**src/rtl/mem_pkg.sv**
```systemverilog
// Shared types and helpers for the memory-access stage: bus operation
// encoding, RV32I load/store size codes, FSM states and the store-lane
// formatting helpers used when a request is latched.
package mem_pkg;

  typedef enum logic [1:0] {
    MEM_NONE  = 2'b00,
    MEM_LOAD  = 2'b01,
    MEM_STORE = 2'b10
  } mem_op_e;

  typedef enum logic [1:0] {
    IDLE = 2'b00,
    REQ  = 2'b01,
    RESP = 2'b10
  } mem_state_e;

  localparam logic [2:0] F3_B  = 3'b000;
  localparam logic [2:0] F3_H  = 3'b001;
  localparam logic [2:0] F3_W  = 3'b010;
  localparam logic [2:0] F3_BU = 3'b100;
  localparam logic [2:0] F3_HU = 3'b101;

  // Halfwords must sit on an even address, words on a multiple of four.
  function automatic logic is_misaligned(input logic [2:0] funct3,
                                         input logic [1:0] addr_lo);
    case (funct3)
      F3_H, F3_HU: return addr_lo[0];
      F3_W:        return addr_lo != 2'b00;
      default:     return 1'b0;
    endcase
  endfunction

  // Replicate the store operand so every candidate lane carries it; the
  // byte enables then pick the lane the memory actually writes.
  function automatic logic [31:0] store_lanes(input logic [2:0]  funct3,
                                              input logic [31:0] data);
    case (funct3)
      F3_B:    return {4{data[7:0]}};
      F3_H:    return {2{data[15:0]}};
      default: return data;
    endcase
  endfunction

  // Byte enables for the addressed lane(s) of the word.
  function automatic logic [3:0] store_strobes(input logic [2:0] funct3,
                                               input logic [1:0] addr_lo);
    case (funct3)
      F3_B:    return 4'b0001 << addr_lo;
      F3_H:    return addr_lo[1] ? 4'b1100 : 4'b0011;
      default: return 4'b1111;
    endcase
  endfunction

endpackage

```
**src/rtl/mem_access_load_align.sv**
```systemverilog
// Load data formatter: picks the addressed byte/halfword out of the
// returned bus word and sign- or zero-extends it to a 32-bit rd value.
module load_align
  import mem_pkg::*;
(
  input  logic [31:0] rdata,
  input  logic [1:0]  addr_lo,
  input  logic [2:0]  funct3,
  output logic [31:0] rd_value
);

  logic [31:0] shifted;

  // Shift the addressed lane down to bit 0, then extend by access size.
  always_comb begin
    shifted  = rdata >> {addr_lo, 3'b000};
    rd_value = shifted;
    case (funct3)
      F3_B:    rd_value = {{24{shifted[7]}}, shifted[7:0]};
      F3_BU:   rd_value = {24'h000000, shifted[7:0]};
      F3_H:    rd_value = {{16{shifted[15]}}, shifted[15:0]};
      F3_HU:   rd_value = {16'h0000, shifted[15:0]};
      default: rd_value = shifted;
    endcase
  end

endmodule

```
**config.mk**
```make
export PLATFORM = sky130hd
export DESIGN_NAME = load_align
export DESIGN_NICKNAME = d
export VERILOG_FILES = /design/src/rtl/mem_pkg.sv /design/src/rtl/mem_access_load_align.sv
export SDC_FILE = /design/constraint.sdc
export NUM_CORES = 1
export LEC_CHECK = 0
export ABC_CLOCK_PERIOD_IN_PS = 1300
export BUFFER_PORTS_ARGS = -buffer_cell sky130_fd_sc_hd__buf_2
export CELL_PAD_IN_SITES_DETAIL_PLACEMENT = 2
export CELL_PAD_IN_SITES_GLOBAL_PLACEMENT = 2
export CORE_AREA = 4 4 69 71
export DETAILED_ROUTE_END_ITERATION = 6
export DIE_AREA = 0 0 73 75
export PLACE_DENSITY = 0.81
export SLEW_MARGIN = 0
export SYNTH_ARGS = -nofsm -noshare
export SYNTH_HDL_FRONTEND = slang
export SYNTH_SLANG_ARGS = --single-unit
```
**constraint.sdc**
```tcl
create_clock -name vclk -period 1.3
set_clock_uncertainty 0.1 [all_clocks]
set_input_delay 0.065 -clock vclk [all_inputs]
set_output_delay 0.065 -clock vclk [all_outputs]
set_load 0.02 [all_outputs]
```
Word-level counts from Yosys, hierarchy flattened
Index checks and enable logic that the tools add are counted.
W data, S select, Z words.
- register bits: 0
- logic and storage cells: 6
- equality and inequality tests: 3
- shift-type cells: 1
- multiplexer cells: 1
- reductions and logical operators: 1
- operators with widths (operator ; number):
    $pmux W32 S4 ; 1
    $shr A32 B5 Y32 ; 1
    $eq A3 B3 Y1 const B ; 2
    $eq A3 B1 Y1 const B ; 1
    $logic_not A3 Y1 ; 1

Logic depth before layout (Yosys ltp)
Gate-level depths: netlist of run 1.
- word-level depth: 2
- depth in mapped cells: 6

Worst setup path before layout of run 1
OpenSTA, ideal clock, no wires.
- path type: in2out
- from: input port addr_lo[0]
- to: output port rd_value[10]
- data arrival time: 1.301 ns
- data required time: 1.135 ns
- slack: -0.166 ns
- stages on the path: 5
- path buffers: 1
- cells stage by stage: buf_6 mux2i_1 mux2i_1 a21boi_2 nor2_1
- cells in the longest elaborated chain, start to end: 2
- ends and longest elaborated chain (element ; RTL line ; source):
    start, declared ; mem_access_load_align.sv:7 ; input logic [1:0] addr_lo,
    $shr A32 B5 Y32 ; mem_access_load_align.sv:16 ; shifted = rdata >> {addr_lo, 3'b000};
    $pmux W32 S4 ; mem_access_load_align.sv:18 ; case (funct3)
    end, declared ; mem_access_load_align.sv:9 ; output logic [31:0] rd_value
Every way passes these cells.

Final worst setup path of run 1
- from: input port addr_lo[0]
- to: output port rd_value[26]
The elaborated chain is that of the path after synthesis.

==> impl_results.md, run 1 <==
- RePlAce Congestion: 0.704
- Int Pwr: 0.380 mW
- Antenna diodes: 0
- Switching share of power: 52.8%
- Final WS setup: -0.106 ns
- Crit path DAT: 1.24 ns
- Peak supply drop: 189 uV
- Tcrit/Tclk final: 108%
- Detail Placement HPWL: 2.93 mm
- Register area share after synthesis: 0%
- Slew Viols, Final: 0
- Via density: 4.74
- Crit path cell chain: buf_12, mux2i_4, mux2i_1, o211ai_2, buf_6, buf_6, nand2_1, buf_6
- Leak: 0.762 nW
- RSZ-0062 raised after global routing: yes
- Area delta synth->final: 135%
- Syn Nets: 144
- Part of the power in combinational logic: 100.0%
- Power per standard cell area: 493 mW/mm^2
- First-pass GRT wire length: 5.95 mm
- Global Route Usage Sum: 13.6%
- GRT Residual Overflow: 0
- Synth cell types: 19
- Nets: 228
- Initial Utilization: 16.4%
- Most frequent CP cell: buf_6
- Multiplexer share of the synthesized area: 28.8%
- Synth Area in Adders: 0%
- Initial DRC Count: 17
- Max_cap viols: 0
- Share of cells above drive strength 1: 68.3%
- Startpoint Class: input pin
- Cells after Synth: 107
- Post-Synth XOR/XNOR Area: 0%
- Highest clock rate: 711 MHz
- Synth Area in Compound Gates: 32.6%
- Post-Syn Area per Cell: 6.49 um^2
- Port bufs: 69
- Simple-gate share of the synthesized area: 29.9%
- Die area: 0.00548 mm^2
- Clock buf count: 0
- Hold crit path type: input pin to output pin
- Antenna violation net count after detailed routing: 0
- Worst EP required: 1.13 ns
- Setup-failing EPs final: 24
- Sequential cell count: 0
- CP startpoint: addr_lo[0]
- Clock network fraction of total power: 0%
- Net Sw Power: 0.424 mW
- Reg area: 0 um^2
- Mapped cell area: 694 um^2
- Routed WL: 4.15 mm
- Vias: 1,142
- Ports: 69
- Slew @ Worst Pin: 0.395 ns
- Final Power: 0.804 mW
- Tmin final: 1.41 ns
- Hold_ws: 0.378 ns
- Sequential Power Share: 0%
- Commonest non-fill, non-tap cells in the layout: buf_2, buf_6, buf_4
- Footprint of the multi-input gates: 857 um^2
- Vias in the first global route: 1,255
- Crit-path max cell delay: 0.24 ns
- Hold Fails Final Rpt: 0
- Run status: complete, but fails checks
- Core Footprint: 0.00423 mm^2
- Pre-Repair DR Iteration Count: 4
- Crit-path slowest cell: mux2i_4
- Commonest non-fill, non-tap cell in the layout: buf_2
- Hold path startpoint: rdata[25]
- Nature of the critical path endpoint: output pin
- Initial antenna violation count: 0
- FILL cells: 495
- Routed WL per cell: 17.2 um
- Critical path class: input pin to output pin
- DR DRC count: 0
- Row Count: 24
- Relative slew slack: 73.6%
- Largest family of logic cells by synthesized area: compound AO/OA/AOI/OAI gates
- Die width: 73 um
- Synth Warn #: 0
- Pin count of the biggest net entering global routing: 17
- Failing checks: negative setup slack
- Largest fanout on the critical path: 6
- Setup tns final: -1.56 ns
- Die H: 75 um
critical path, delay by kind of cell:
| family | cells | cell delay, ns |
|---|---|---|
| AO/OA/AOI/OAI | 1 | 0.23 |
| buffers and inverters | 4 | 0.51 |
| multiplexers | 2 | 0.36 |
| AND/OR/NAND/NOR | 1 | 0.07 |
cells by family after synthesis:
kind of cell / count (synthesis)
buffers and inverters: 10
AO/OA/AOI/OAI: 32
multiplexers: 20
AND/OR/NAND/NOR: 45
per-stage QoR:
stage | utilization, % | setup slack, ns | instances | area (um^2)
final | 38.5 | -0.106 | 241 | 1630
after global routing | 38.5 | -0.169 | 241 | 1630
after CTS | 34.1 | -0.0772 | 241 | 1440
after detailed placement | 28.2 | -0.182 | 236 | 1190
after global placement | 28.2 | -0.170 | 236 | 1190
after floorplan | - | -0.0320 | 107 | 698
path summary, 6_finish.rpt:
| kind | end | slack, ns | depth (start not counted) |
|---|---|---|---|
| max | rd_value[26] | -0.11 | 8 |
| min | rd_value[25] | 0.38 | 4 |
cell usage after synthesis:
cell type   n  area (um^2)
a311oi_2    1         15.0
nand2_1    16         60.1
buf_6       2         22.5
o21ai_2     2         17.5
nand3b_1    1         7.51
inv_1       1         3.75
nor2b_1     8         50.1
a21oi_1     7         35.0
a21boi_2    1         11.3
buf_2       3         15.0
o21ai_0     6         30.0
mux2i_1    20          200
a211oi_1   14          105
clkbuf_1    3         11.3
buf_4       1         7.51
o211ai_2    1         12.5
nand2b_4    1         13.8
nand2b_2    1         8.76
nor2_1     18         67.6
power groups by stage:
stage	clock, mW	combinational [mW]	sequential, mW
floorplan	0	0.324	0
global placement	0	0.559	0
detailed placement	0	0.568	0
CTS	0	0.700	0
global route	0	0.860	0
finish	0	0.804	0
metal layers:
layer  wire, um  vias to the layer above  GRT usage (%)  share of wire, %
li1           -                      550              -                 -
met1       1600                      553           15.6                38
met2       2330                       39           28.6                56
met3        220                        0           1.07               5.3
met4          0                        0              0                 0
met5          0                        -              0                 0
layout make-up:
class | instances | area share, %
multi-input cells | 97 | 52.6
repair buffers | 91 | 43.2
well taps | 52 | 3.99
inverters | 1 | 0.230
what timing repair did:
| item | CTS | global route |
|---|---|---|
| setup endpoints to repair | 26 | 26 |
| resized for setup | 66 | 42 |
| setup buffers | 4 | 1 |
| cloned | 1 | 0 |
| pin swaps | 2 | 6 |
| hold buffers | 0 | 0 |
Note: power is estimated with default switching activity, not from simulation.
==> run 2, diff against run 1 <==
ABC_AREA = 1   (was unset)
CORE_AREA = 4 4 77 79   (was 4 4 69 71)
DIE_AREA = 0 0 81 83   (was 0 0 73 75)
PLACE_DENSITY = 0.76   (was 0.81)
==> run 2 against run 1 <==
The run now ends clean. Worst setup slack better by 0.16 ns. Non-clock buffer count down 9. Via count up 23%. Combinational power down 28%. Largest power group unchanged.
==> impl_results.md, run 2 <==
- Cell family with most CP delay: buffers and inverters
- Pre-Repair DR Iteration Count: 4
- CTS Hold Bufs: 0
- Ports: 69
- Commonest non-fill, non-tap cell in the layout: buf_2
- Post-synth top area cell: nand2_1
- Sequential Power Share: 0%
- Share of cells above drive strength 1: 40.2%
- Global Route Usage Sum: 12.7%
- Crit-path max cell delay: 0.17 ns
- Max_cap viols: 0
- Antenna violation net count after detailed routing: 0
- Syn Nets: 202
- Post-CTS Setup Bufs: 0
- WP buf/inv: 4
- Pin count of the biggest net entering global routing: 23
- RSZ-0062 raised after global routing: yes
- Part of the power in combinational logic: 100.0%
- Area delta synth->final: 60.8%
- Synth cell types: 16
- Top cell type's share of synthesized area: 26.9%
- Initial DRC Count: 36
- WHS Path Cells: 4
- Leak: 0.778 nW
- Routed WL: 4.30 mm
- FILL cells: 732
- WHS Endpoint: rd_value[0]
- Largest fanout on the critical path: 16
- Sequential cell count: 0
- Tcrit/Tclk final: 95.8%
- Setup-failing EPs final: 0
- Vias in the first global route: 1,500
- Core Footprint: 0.00534 mm^2
- Relative slew slack: 83.5%
- Vias: 1,402
- DR DRC count: 0
- Slew Viols, Final: 0
- Hold path startpoint: rdata[0]
- Net Sw Power: 0.364 mW
- Detail Placement HPWL: 3.46 mm
- Initial antenna violation count: 0
- Cells after Synth: 165
- Nets: 273
- Slew @ Worst Pin: 0.245 ns
- Top post-synthesis cells by area: nand2_1, nand3_1, a21oi_1
- Row Count: 27
- Met1 usage: 17.5%
- Reg area: 0 um^2
- Crit path cell chain: clkbuf_4, inv_6, nand2_1, nand3_1, nand3_2, buf_12, nand3_1, buf_2
- Commonest non-fill, non-tap cells in the layout: buf_2, nand2_1, nand3_1
- Final core utilization: 24.4%
- Routed WL per cell: 14.1 um
- Crit path DAT: 1.08 ns
- Worst EP required: 1.13 ns
- Clock network fraction of total power: 0%
- Met2 usage: 22.9%
- Port bufs: 69
- Power per standard cell area: 446 mW/mm^2
- RePlAce Congestion: 0.721
- Nature of the critical path endpoint: output pin
- Commonest cells post-synth: nand2_1, nand3_1, a21oi_1
- Critical path class: input pin to output pin
- Mapped cell area: 811 um^2
- GRT Residual Overflow: 0
- Peak supply drop: 100 uV
- Register area share after synthesis: 0%
- Tmin final: 1.25 ns
- Crit-path slowest cell: buf_12
- Most Crowded Layer GR: met2
- Startpoint Class: input pin
- Int Pwr: 0.218 mW
- Die width: 81 um
- Post-Syn Area per Cell: 4.91 um^2
- Synth Warn #: 0
- Most frequent cell after synthesis: nand2_1
- Hold Fails Final Rpt: 0
- First-pass GRT wire length: 7.23 mm
- Hold crit path type: input pin to output pin
- Initial Utilization: 15.2%
- Highest clock rate: 803 MHz
- Footprint of the multi-input gates: 687 um^2
- Via density: 4.58
- Most frequent CP cell: nand3_1
- Clock buf count: 0
- Die H: 83 um
- Grt met3 use: 0.759%
- Run status: finished, final reports clean
- Die area: 0.00672 mm^2
- Switching share of power: 62.5%
- Setup tns final: 0 ns
- Antenna diodes: 0
==> run 2: routing by layer <==
layer / up-vias / share of wire, %
met2: 45 / 49
met3: 0 / 6.2
met1: 671 / 45
met4: 0 / 0
met5: - / 0
li1: 686 / -
==> run 2: timing repair <==
action | in CTS | in global routing
endpoints found under the setup margin | 24 | 27
gates cloned | 1 | 0
pin swaps | 1 | 1
gates resized for setup | 2 | 13
==> run 2: worst min-delay path, stage by stage <==
cell and delay (ns):
buf_2 0.09, nand2_1 0.05, a21oi_1 0.05, buf_2 0.15
==> run 2: power by group through the flow <==
stage	Sequential [mW]	Clock, mW	Combinational [mW]
after floorplan	0	0	0.341
after global placement	0	0	0.556
after detailed placement	0	0	0.569
after CTS	0	0	0.579
after global routing	0	0	0.647
final	0	0	0.582
==> run 2: kinds of logic after synthesis <==
family          synth area share [%]
simple gates                    59.1
compound gates                  22.5
buf+inv                         18.4
==> run 2: layout make-up <==
type / instances / share of cell area, %
well taps: 72 / 6.91
inverters: 10 / 3.26
repair buffers: 82 / 37.1
multi-input cells: 142 / 52.7
==> run 2: how the worst max path moves through the flow <==
| stage | start | end | slack (ns) | cells past startpoint |
|---|---|---|---|---|
| floorplan | addr_lo[0] | rd_value[5] | 0.18 | 8 |
| global placement | addr_lo[0] | rd_value[27] | -0.0009 | 7 |
| detailed placement | funct3[1] | rd_value[30] | -0.06 | 7 |
| CTS | funct3[1] | rd_value[30] | 0.02 | 7 |
| global route | funct3[1] | rd_value[14] | -0.03 | 7 |
| finish | addr_lo[0] | rd_value[30] | 0.05 | 8 |
==> run 2: stage by stage <==
step / hold slack, ns / power [mW] / cell area (um^2) / instances / setup slack (ns)
6_report: 0.377 / 0.582 / 1300 / 306 / 0.0549
5_1_grt: 0.396 / 0.647 / 1300 / 306 / -0.0295
4_1_cts: 0.381 / 0.579 / 1280 / 306 / 0.0171
3_5_place_dp: 0.379 / 0.569 / 1260 / 305 / -0.0552
3_3_place_gp: 0.379 / 0.556 / 1260 / 305 / -0.000913
2_1_floorplan: 0.211 / 0.341 / 811 / 165 / 0.176
==> run 3, diff against run 2 <==
REMOVE_ABC_BUFFERS = 1   (was unset)
==> run 3 against run 2 <==
Critical path depth is the same. Worst setup slack gained 0.030 ns. Utilization grew 0.33 points. Flip-flop and latch count is the same. Count of clock-buffer cells in the layout is the same. Design area grew 1.3%. First-iteration DRC count is the same. Critical endpoint is now rd_value[25].
==> impl_results.md, run 3 (synthesis gave the netlist of run 2 again) <==
- Final core utilization: 24.8%
- Global Route Usage Sum: 13.0%
- Die H: 83 um
- Run status: finished, final reports clean
- Setup-failing EPs final: 0
- Critical path class: input pin to output pin
- Antenna violation net count after detailed routing: 0
- Sequential cell count: 0
- Post-Layout Cell Count: 308
- Dpl cells: 306
- Relative slew slack: 84.2%
- Slew Viols, Final: 0
- Cell family with most CP delay: buffers and inverters
- Via density: 4.46
- Place WS: -0.0609 ns
- Routed WL per cell: 14.3 um
- Reg area: 0 um^2
- Finished Cell Area: 0.00132 mm^2
- Clock buf count: 0
- Placed cell area: 0.00125 mm^2
- Setup tns final: 0 ns
- Tcrit/Tclk final: 93.5%
- RePlAce Congestion: 0.737
- Crit-path slowest cell: buf_4
- Leak: 0.778 nW
- Slew @ Worst Pin: 0.234 ns
- Nature of the critical path endpoint: output pin
- Vias: 1,374
- Crit path DAT: 1.05 ns
- Nets: 275
- Initial antenna violation count: 0
- Initial DRC Count: 36
- Power per standard cell area: 444 mW/mm^2
- CTS Hold Bufs: 0
- Max_cap viols: 0
- Die area: 0.00672 mm^2
- Row Count: 27
- Worst EP required: 1.13 ns
- Area delta synth->final: 63.0%
- Port bufs: 69
- Peak supply drop: 119 uV
- Hold Fails Final Rpt: 0
- WP buf/inv: 4
- Tmin final: 1.21 ns
- Share of cells above drive strength 1: 40.7%
- Die width: 81 um
- Detail Placement HPWL: 3.57 mm
- Highest clock rate: 823 MHz
- Core Footprint: 0.00534 mm^2
- Ports: 69
- Post-CTS Setup Bufs: 0
- Routed WL: 4.39 mm
- GRT Residual Overflow: 0
- DR DRC count: 0
- Hold crit path type: input pin to output pin
- Largest fanout on the critical path: 10
- Pre-Repair DR Iteration Count: 4
- Commonest non-fill, non-tap cell in the layout: buf_2
- RSZ-0062 raised after global routing: yes
- Pin count of the biggest net entering global routing: 27
- Antenna diodes: 0
- Initial Utilization: 15.2%
- Vias in the first global route: 1,439
- Crit-path max cell delay: 0.18 ns
- Startpoint Class: input pin
- Final WS setup: 0.0851 ns
- First-pass GRT wire length: 7.21 mm
- Commonest non-fill, non-tap cells in the layout: buf_2, nand2_1, nand3_1
- Crit path cell chain: clkbuf_4, inv_6, nand2_1, nand3_1, nand3_2, buf_4, nand3_1, buf_4
-- run 3: cell types whose count changed in the layout (fill, tap and decap cells not counted) --
cell / before / now
nand3_4: 2 / 3
clkbuf_4: 1 / 2
buf_12: 2 / 1
buf_4: 14 / 17
buf_2: 64 / 62
-- run 3: power by group --
part	internal, mW	switching [mW]	leakage (nW)
sequential	0	0	0
clock	0	0	0
combinational	0.220	0.366	0.778
total	0.220	0.366	0.778
-- run 3: what timing repair did --
action / CTS / global route
pin swaps: 1 / 0
gates resized for setup: 2 / 16
gates cloned: 1 / 1
setup endpoints to repair: 23 / 25
-- run 3: per-stage QoR --
stage	hold slack [ns]	power [mW]
4_1_cts	0.382	0.577
5_1_grt	0.400	0.654
6_report	0.378	0.586
2_1_floorplan	0.212	0.300
3_3_place_gp	0.374	0.554
3_5_place_dp	0.380	0.569
-- run 3: worst paths after layout --
path | to | start | cells after the start
worst max-delay path | rd_value[25] | addr_lo[0] | 8
worst min-delay path | rd_value[3] | rdata[3] | 4
-- run 3: cell type report --
type	instances	area [um^2]
fillers	712	4020
inverters	10	42.5
multi-input cells	143	704
well taps	72	90.1
repair buffers	83	484
-- run 3: worst min-delay path, cell delays in order --
cell     delay (ns)
buf_2          0.09
nand2_1        0.05
a21oi_1        0.05
buf_2          0.15
-- run 3: layer usage --
| metal | global-route usage, % | up-vias | wire length [um] |
|---|---|---|---|
| li1 | - | 693 | - |
| met1 | 17.3 | 643 | 1980 |
| met2 | 23.9 | 38 | 2220 |
| met3 | 0.759 | 0 | 189 |
| met4 | 0 | 0 | 0 |
| met5 | 0 | - | 0 |
